<file path="src/rtl/load_store_unit_if.sv">
// Word-wide ack-handshake data bus between the load/store unit (master) and memory (slave).
interface load_store_unit_if;
  logic        mem_ren;
  logic        mem_wen;
  logic [31:0] mem_addr;
  logic [31:0] mem_wdata;
  logic [3:0]  mem_strobe;
  logic [31:0] mem_rdata;
  logic        mem_ack;

  modport master (
    output mem_ren, mem_wen, mem_addr, mem_wdata, mem_strobe,
    input  mem_rdata, mem_ack
  );

  modport slave (
    input  mem_ren, mem_wen, mem_addr, mem_wdata, mem_strobe,
    output mem_rdata, mem_ack
  );
endinterface

</file>
<file path="src/rtl/load_store_unit.sv">
// RV32I memory-access stage: one load/store per request on an ack-handshake bus,
// with byte strobes, lane-replicated store data, load extension, and misalign/timeout traps.
module load_store_unit #(
  parameter int TIMEOUT = 256
) (
  input  logic              clk,
  input  logic              rst,
  input  logic              start,
  input  logic [5:0]        cuOP,
  input  logic [31:0]       addr,
  input  logic [31:0]       storeData,
  output logic              ready,
  output logic              done,
  output logic              error,
  output logic [31:0]       loadData,
  load_store_unit_if.master bus
);

  localparam int CNT_W = $clog2(TIMEOUT);
  localparam logic [CNT_W-1:0] CNT_LAST = CNT_W'(TIMEOUT - 1);

  localparam logic [5:0] OP_LB  = 6'd10;
  localparam logic [5:0] OP_LH  = 6'd11;
  localparam logic [5:0] OP_LW  = 6'd12;
  localparam logic [5:0] OP_LBU = 6'd13;
  localparam logic [5:0] OP_LHU = 6'd14;
  localparam logic [5:0] OP_SB  = 6'd15;
  localparam logic [5:0] OP_SH  = 6'd16;
  localparam logic [5:0] OP_SW  = 6'd17;

  typedef enum logic [1:0] {S_IDLE, S_REQ, S_RESP, S_ERR} state_t;

  state_t           r_state;
  state_t           w_next;
  logic [5:0]       r_op;
  logic [1:0]       r_off;
  logic             r_is_store;
  logic [31:0]      r_mem_addr;
  logic [31:0]      r_wdata;
  logic [3:0]       r_strobe;
  logic [CNT_W-1:0] r_cnt;
  logic [31:0]      r_load_data;

  logic             w_is_mem;
  logic             w_is_store;
  logic             w_misaligned;
  logic             w_accept;
  logic [3:0]       w_strobe;
  logic [31:0]      w_wdata;
  logic [7:0]       w_byte;
  logic [15:0]      w_half;
  logic [31:0]      w_load_ext;

  assign w_is_mem   = (cuOP >= OP_LB) && (cuOP <= OP_SW);
  assign w_is_store = (cuOP >= OP_SB) && (cuOP <= OP_SW);
  assign w_accept   = (r_state == S_IDLE) && start && w_is_mem;

  // NOTE: every signal assigned in always_comb gets a default first so no path leaves it unassigned (latch).
  always_comb begin
    w_misaligned = 1'b0;
    w_strobe     = 4'b0000;
    w_wdata      = 32'h0;
    case (cuOP)
      OP_LH, OP_LHU: w_misaligned = addr[0];
      OP_LW:         w_misaligned = (addr[1:0] != 2'b00);
      OP_SB: begin
        w_strobe = 4'b0001 << addr[1:0];
        w_wdata  = {4{storeData[7:0]}};
      end
      OP_SH: begin
        w_misaligned = addr[0];
        w_strobe     = addr[1] ? 4'b1100 : 4'b0011;
        w_wdata      = {2{storeData[15:0]}};
      end
      OP_SW: begin
        w_misaligned = (addr[1:0] != 2'b00);
        w_strobe     = 4'b1111;
        w_wdata      = storeData;
      end
      default: ;
    endcase
  end

  // Lane selection uses the latched offset, since addr may change while the bus is busy.
  always_comb begin
    w_byte     = bus.mem_rdata[{r_off, 3'b000} +: 8];
    w_half     = r_off[1] ? bus.mem_rdata[31:16] : bus.mem_rdata[15:0];
    w_load_ext = bus.mem_rdata;
    case (r_op)
      OP_LB:   w_load_ext = {{24{w_byte[7]}}, w_byte};
      OP_LBU:  w_load_ext = {24'h0, w_byte};
      OP_LH:   w_load_ext = {{16{w_half[15]}}, w_half};
      OP_LHU:  w_load_ext = {16'h0, w_half};
      default: w_load_ext = bus.mem_rdata;
    endcase
  end

  always_comb begin
    w_next = r_state;
    case (r_state)
      S_IDLE: if (w_accept) w_next = w_misaligned ? S_ERR : S_REQ;
      S_REQ: begin
        if (bus.mem_ack)            w_next = S_RESP;
        else if (r_cnt == CNT_LAST) w_next = S_ERR;
      end
      S_RESP:  w_next = S_IDLE;
      S_ERR:   w_next = S_IDLE;
      default: w_next = S_IDLE;
    endcase
  end

  // NOTE: sequential state uses non-blocking assignments so all registers update from pre-edge values.
  always_ff @(posedge clk) begin
    if (rst) r_state <= S_IDLE;
    else     r_state <= w_next;
  end

  always_ff @(posedge clk) begin
    if (rst) begin
      r_op        <= 6'h0;
      r_off       <= 2'b00;
      r_is_store  <= 1'b0;
      r_mem_addr  <= 32'h0;
      r_wdata     <= 32'h0;
      r_strobe    <= 4'b0000;
      r_cnt       <= '0;
      r_load_data <= 32'h0;
    end else begin
      if (w_accept) begin
        r_op       <= cuOP;
        r_off      <= addr[1:0];
        r_is_store <= w_is_store;
        r_mem_addr <= {addr[31:2], 2'b00};
        r_wdata    <= w_wdata;
        r_strobe   <= w_strobe;
        r_cnt      <= '0;
      end else if (r_state == S_REQ) begin
        r_cnt <= r_cnt + CNT_W'(1);
      end
      if ((r_state == S_REQ) && bus.mem_ack && !r_is_store)
        r_load_data <= w_load_ext;
    end
  end

  assign ready          = (r_state == S_IDLE);
  assign done           = (r_state == S_RESP) || (r_state == S_ERR);
  assign error          = (r_state == S_ERR);
  assign loadData       = r_load_data;
  assign bus.mem_ren    = (r_state == S_REQ) && !r_is_store;
  assign bus.mem_wen    = (r_state == S_REQ) && r_is_store;
  assign bus.mem_addr   = r_mem_addr;
  assign bus.mem_wdata  = r_wdata;
  assign bus.mem_strobe = r_strobe;

endmodule

</file>
<file path="src/flat_wrapper.sv">
// flat-port wrapper written by rule: the top's interface ports become plain ports
module load_store_unit_flat 
#(
  parameter int TIMEOUT = 256
)
  (clk, rst, start, cuOP, addr, storeData, ready, done, error, loadData, bus_mem_ren, bus_mem_wen, bus_mem_addr, bus_mem_wdata, bus_mem_strobe, bus_mem_rdata, bus_mem_ack);
  load_store_unit_if bus_i ();
  input  logic clk;
  input  logic rst;
  input  logic start;
  input  logic [5:0] cuOP;
  input  logic [31:0] addr;
  input  logic [31:0] storeData;
  output logic ready;
  output logic done;
  output logic error;
  output logic [31:0] loadData;
  output wire logic [$bits(bus_i.mem_ren)-1:0] bus_mem_ren;
  output wire logic [$bits(bus_i.mem_wen)-1:0] bus_mem_wen;
  output wire logic [$bits(bus_i.mem_addr)-1:0] bus_mem_addr;
  output wire logic [$bits(bus_i.mem_wdata)-1:0] bus_mem_wdata;
  output wire logic [$bits(bus_i.mem_strobe)-1:0] bus_mem_strobe;
  input wire logic [$bits(bus_i.mem_rdata)-1:0] bus_mem_rdata;
  input wire logic [$bits(bus_i.mem_ack)-1:0] bus_mem_ack;
  assign bus_mem_ren = bus_i.mem_ren;
  assign bus_mem_wen = bus_i.mem_wen;
  assign bus_mem_addr = bus_i.mem_addr;
  assign bus_mem_wdata = bus_i.mem_wdata;
  assign bus_mem_strobe = bus_i.mem_strobe;
  assign bus_i.mem_rdata = bus_mem_rdata;
  assign bus_i.mem_ack = bus_mem_ack;
  load_store_unit #(.TIMEOUT(TIMEOUT)) u_core (.clk(clk), .rst(rst), .start(start), .cuOP(cuOP), .addr(addr), .storeData(storeData), .ready(ready), .done(done), .error(error), .loadData(loadData), .bus(bus_i));
endmodule
</file>
<file path="config.mk">
export PLATFORM = sky130hd
export DESIGN_NAME = load_store_unit_flat
export DESIGN_NICKNAME = d
export VERILOG_FILES = /design/src/rtl/load_store_unit_if.sv /design/src/rtl/load_store_unit.sv /design/src/flat_wrapper.sv
export SDC_FILE = /design/constraint.sdc
export NUM_CORES = 1
export LEC_CHECK = 0
export ABC_AREA = 1
export CORE_MARGIN = 3
export CORE_UTILIZATION = 45
export CTS_CLUSTER_SIZE = 12
export DETAILED_ROUTE_END_ITERATION = 8
export PLACE_DENSITY = 0.81
export SKIP_CTS_REPAIR_TIMING = 1
export SYNTH_ARGS = -nofsm -noshare
export SYNTH_HDL_FRONTEND = slang
export SYNTH_SLANG_ARGS = --single-unit
</file>
<file path="constraint.sdc">
create_clock -name clk -period 1.7 [get_ports clk]
set_input_delay 0.34 -clock clk [delete_from_list [all_inputs] [get_ports clk]]
set_output_delay 0.34 -clock clk [all_outputs]
set_load 0.03 [all_outputs]
</file>
**Word level (Yosys, flattened, before mapping)**

Cells that the tools add are included.

- Register bits: 117
- Input port bits: 106
- Output and inout port bits: 105
- Logic and storage cells: 59

- Add/subtract/negate cells: 1
- $lt $le $gt $ge: 3
- Equal/unequal tests: 16
- Shifts and indexed selects: 2
- Mux-type cells: 11
- Reduce and logical (&&, ||, !) cells: 17

Operators with widths:

| cell | number |
|---|---|
| one-hot mux 32 bit (4 select lines) | 1 |
| one-hot mux 32 bit (3 select lines) | 1 |
| equality test 6 x 4 -> 1 bit (second input constant) | 8 |
| indexed part select 32 x 6 -> 8 bit | 1 |
| 2-to-1 mux 16 bit | 1 |
| equality test 6 x 5 -> 1 bit (second input constant) | 2 |
| greater-or-equal comparator 6 x 4 -> 1 bit (second input constant) | 2 |
| one-hot mux 4 bit (3 select lines) | 1 |
| adder 8 x 1 -> 8 bit (second input constant) | 1 |
| equality test 8 bit (second input constant) | 1 |
| logical AND 1 bit | 8 |
| 2-to-1 mux 2 bit | 4 |
| <= comparator 6 x 5 -> 1 bit (second input constant) | 1 |
| one-hot mux 2 bit (3 select lines) | 1 |
| OR reduction 2 bit | 3 |
| equality test 2 bit (second input constant) | 2 |
| 2-to-1 mux 4 bit | 1 |
| << shifter 1 x 2 -> 4 bit (first input constant) | 1 |
| inequality test 3 x 2 -> 1 bit (second input constant) | 1 |
| OR reduction 3 bit | 1 |
| equality test 2 x 1 -> 1 bit (second input constant) | 1 |
| logical NOT 2 bit | 1 |
| inequality test 2 x 1 -> 1 bit (second input constant) | 1 |
| one-hot mux 1 bit (2 select lines) | 1 |
| other kinds (4) | 4 |

**Logic depth before layout (Yosys ltp)**

- Word-level depth: 6
- Gate-level depth with buffers: 10
- Depth with buffers taken out: 9

**Worst setup path after synthesis**

OpenSTA, ideal clock, no wires.

- Path type: reg-to-reg
- Start: register u_core.r_op[4]
- End: register u_core.r_load_data[16], in the netlist u_core.loadData[16]
- Library setup time: 0.117 ns
- Arrival time: 1.388 ns
- Required time: 1.583 ns
- Slack: 0.194 ns
- Stages on the path, launching flop included: 11
- Path buffers: 2
- Clock period less this slack: 1.506 ns
- Cells stage by stage: dfxtp_1 -> nor2_1 -> buf_2 -> nand3_1 -> nand2_2 -> inv_2 -> nand2_2 -> buf_2 -> nor2_1 -> nor2_1 -> nor2_1

- Cells in the longest elaborated chain, start to end: 2
- Elaborated cells between the ends (all ways): 5
- Classes of those cells: 4 x eq/ne; 1 x mux

RTL lines:

| what | RTL line | source |
|---|---|---|
| start, declared | load_store_unit.sv:35 | `logic [5:0] r_op;` |
| start signal, assigned | load_store_unit.sv:130 | `r_op <= cuOP;` |
| equality test 6 x 4 -> 1 bit | load_store_unit.sv:89 | `case (r_op)` |
| one-hot mux 32 bit (4 select lines) (*) | load_store_unit.sv:89 |  |
| end signal, assigned | load_store_unit.sv:141 | `r_load_data <= w_load_ext;` |
| end, declared | load_store_unit.sv:42 | `logic [31:0] r_load_data;` |

Mark *: on every way between the ends. The rest lies on a longest branch, timed or not.
A chain may end at the register's enable or synchronous reset.

**Worst setup path after layout**

- Start: register u_core.r_state[1]
- End: output port bus_mem_ren

- Cells in the longest elaborated chain, start to end: 2

RTL lines:

| what | RTL line | source |
|---|---|---|
| start, declared | load_store_unit.sv:33 | `state_t r_state;` |
| start signal, assigned | load_store_unit.sv:115 | `else r_state <= w_next;` |
| equality test 2 x 1 -> 1 bit | load_store_unit.sv:149 | `assign bus.mem_ren = (r_state == S_REQ) && !r_is_store;` |
| logical AND 1 bit | load_store_unit.sv:149 |  |
| end, declared | flat_wrapper.sv:18 | `output wire logic [$bits(bus_i.mem_ren)-1:0] bus_mem_ren;` |

Every way passes these cells.

==> run_results.csv <==
group,metric,value,unit
synth,yosys-top-cells-area,"dfxtp_1 (40%), nand2_1 (15%), nand3_1 (13%), nor2_1 (9.9%), inv_1 (5.4%)",
worst_setup_path,crit_fanout,11,
synth,synth_cells,909,
worst_hold_path,hold_depth,4,
grt,grt_max_degree,38,
synth,ys_seq_area_share,40.5,%
cts,cts-buffers-inserted,17,
worst_setup_path,arrival,1.29,ns
worst_setup_path,critical_path_class,"reg -> out",
route,postRouteAntennaNets,0,
pwr,irDropWorstVdd,0.562,mV
worst_setup_path,rrSetupSlack,0.15,ns
route,dr.pass1.iters,5,
place,gp_congestion,0.904,
route,drc,0,
final_layout,layout-drive-gt1-share,9.83,%
synth,synth_top_area_share,40.5,%
final_layout,fin_area,9380,um2
pwr,p_comb_share,15.5,%
pwr,switchingPower,1.97,mW
final_layout,diodes,0,
synth,synth_largest_area_cell,"dfxtp_1",
pwr,p_int,5.85,mW
cts,clk_latency,0.42,ns
place,place_area,8480,um2
worst_hold_path,hp-start,"cuOP[1]",
die,core_area,12300,um2
cts,cts.path.max_buffers,2,
cts,cts_sinks,117,
synth,postSynthAreaPerCell,6.37,um2
synth,ys_seq_elements,117,
pwr,p_leak,5.88,nW
grt,overflow,0,
grt,grt_pass1_vias,6665,
worst_setup_path,r2r_start,"u_core.r_state[0]$_SDFFE_PP0P_",
grt,grt_usage,27.8,%
sta,setup_violations,0,
sta,fmaxAchievable,0.614,GHz
grt,antenna_found_initial,0,
cts,cts.clk_slew.worst_paths,0.06,ns
pwr,seqPwrFrac,36.9,%
die,die_x,119,um
sta,fin_tns_setup,0,ns
pwr,switching_share,25.2,%
synth,netlist_area,5790,um2
worst_setup_path,r2r_cells,10,
worst_setup_path,r2r-end,"u_core.bus.mem_addr[27]$_SDFFE_PP0P_",
cts,cts_root_buf,"clkbuf_16",
die,die_y,119,um
pwr,power_density,834,nW/um2
cts,h-tree-depth,4,
route,drt_iter0_drc,767,
final_layout,fill_cells,872,
synth,synth_cell_types,28,
synth,ys_top_cells_by_count,"nand2_1 (225), nor2_1 (152), nand3_1 (148)",
outcome,status,"complete, no violations",
die,std_cell_rows,40,
sta,slew_viol_final,0,
worst_setup_path,critPathRequiredTime,1.36,ns
final_layout,post_layout_nonfiller_instances,1328,
pwr,clockPowerShare,47.6,%
sta,finClkSkew,0.00779,ns
grt,grt_pass1_wl,32.2,mm
place,portBuffers,208,
synth,async_reset_ff_share,0,%
worst_hold_path,holdPathEnd,"u_core.r_op[1]$_SDFFE_PP0P_",
die,initial_core_util,47.0,%
place,dp_hpwl,14.1,mm
route,vias,6827,
die,die_area,14300,um2
worst_setup_path,cp-start-kind,"flip-flop",
cts,cts_tree,"built",
route,wirelength,20.3,mm
worst_setup_path,end_kind,"output port",
synth,synth_edf_count,0,
die,io_pins,211,
place,dp.cells,1296,
worst_hold_path,hp-class,"in -> reg",
sta,timing_hold_violations_final,0,
final_layout,syn_to_final_growth,62.1,%
final_layout,fin_nets,1254,
sta,fin_crit_sh,95.7,%
sta,post-route-min-period,1.63,ns
synth,ys.flop_type,"dfxtp_1",
route,drt-vias-per-instance,5.14,
route,wire_per_inst,15.3,um
synth,synth.most_common_cell,"nand2_1",
job,maxCapViolations,0,
synth,ys_warn_count,0,
stage by stage:
stage	power, mW	setup slack [ns]	hold slack (ns)	utilization, %
5_1_grt	8.08	-0.00958	0.440	76.2
2_1_floorplan	3.50	0.194	0.408	-
4_1_cts	7.84	-0.286	0.425	73.9
6_report	7.82	0.0723	0.409	76.2
3_3_place_gp	4.12	-0.206	0.415	68.9
3_5_place_dp	4.13	-0.311	0.418	68.9
power by group through the flow:
stage	combinational (mW)	sequential [mW]	clock, mW
2_1_floorplan	0.416	3.08	0
3_3_place_gp	1.18	2.94	0
3_5_place_dp	1.19	2.94	0
4_1_cts	1.21	2.88	3.75
5_1_grt	1.31	2.89	3.88
6_report	1.21	2.88	3.73
logic make-up after synthesis:
logic type / share of synthesized area, %
AOI/OAI and AO/OA: 8.22
other: 0.0648
and+or+nand+nor: 40.7
adders and majority gates: 0.216
DFF: 40.5
xor gates and xnor gates: 0.606
buffers and inverters: 9.71
worst max path at each step:
stage | start | to | slack (ns) | cells after the start
finish | u_core.r_state[1]$_SDFFE_PP0P_ | bus_mem_ren | 0.07 | 5
global route | cuOP[0] | u_core.bus.mem_addr[17]$_SDFFE_PP0P_ | -0.01 | 10
CTS | u_core.r_state[1]$_SDFFE_PP0P_ | error | -0.29 | 3
detailed placement | cuOP[0] | u_core.bus.mem_addr[25]$_SDFFE_PP0P_ | -0.31 | 10
global placement | cuOP[0] | u_core.bus.mem_addr[10]$_SDFFE_PP0P_ | -0.21 | 10
floorplan | u_core.r_op[4]$_SDFFE_PP0P_ | u_core.loadData[16]$_SDFFE_PP0P_ | 0.19 | 10
metal layers:
layer,track usage (%),up-vias,share of wire (%)
met3,6.98,63,7.7
met5,0,-,0
met1,33.7,3090,40
met4,11.7,0,3.4
li1,-,3350,-
met2,46.7,324,49
cell type report:
type | count | area [um2] | share of cell area [%]
multi-input combinational | 654 | 2920 | 31.1
sequential | 117 | 2340 | 25.0
clock inverter | 8 | 121 | 1.29
inverter | 88 | 330 | 3.52
tap | 168 | 210 | 2.24
clock buffer | 24 | 492 | 5.24
timing repair buffer | 269 | 2960 | 31.6
cell usage in the layout, fill, tap and decap left out, drive strengths merged:
cell type | Yosys | final
a21oi | 25 | 25
and2 | 9 | 9
buf | 31 | 64
bufinv | 0 | 3
clkbuf | 20 | 24
clkdlybuf4s50 | 0 | 104
clkinv | 2 | 6
clkinvlp | 0 | 1
conb | 1 | 2
dfxtp | 117 | 117
dlymetal6s2s | 0 | 101
ha | 1 | 1
inv | 86 | 86
nand2 | 229 | 229
nand3 | 151 | 151
nand3b | 1 | 1
nand4 | 3 | 3
nor2 | 155 | 155
nor3 | 4 | 4
o21ai | 70 | 70
xnor2 | 2 | 2
xor2 | 2 | 2
worst max-delay path, cell delays in order (launching register included):
cell,delay (ns)
dfxtp_2,0.34
inv_2,0.07
nand2_2,0.07
buf_6,0.16
nor2_4,0.10
buf_12,0.12
registers in the layout, indices dropped and copies added (netlist names):
register,count
u_core.bus.mem_addr,30
u_core.r_cnt,8
u_core.r_state,2
u_core.loadData,32
u_core.r_is_store,1
u_core.r_off,2
u_core.bus.mem_strobe,4
u_core.r_op,6
u_core.bus.mem_wdata,32
Note: power is estimated with default switching activity, not from simulation.
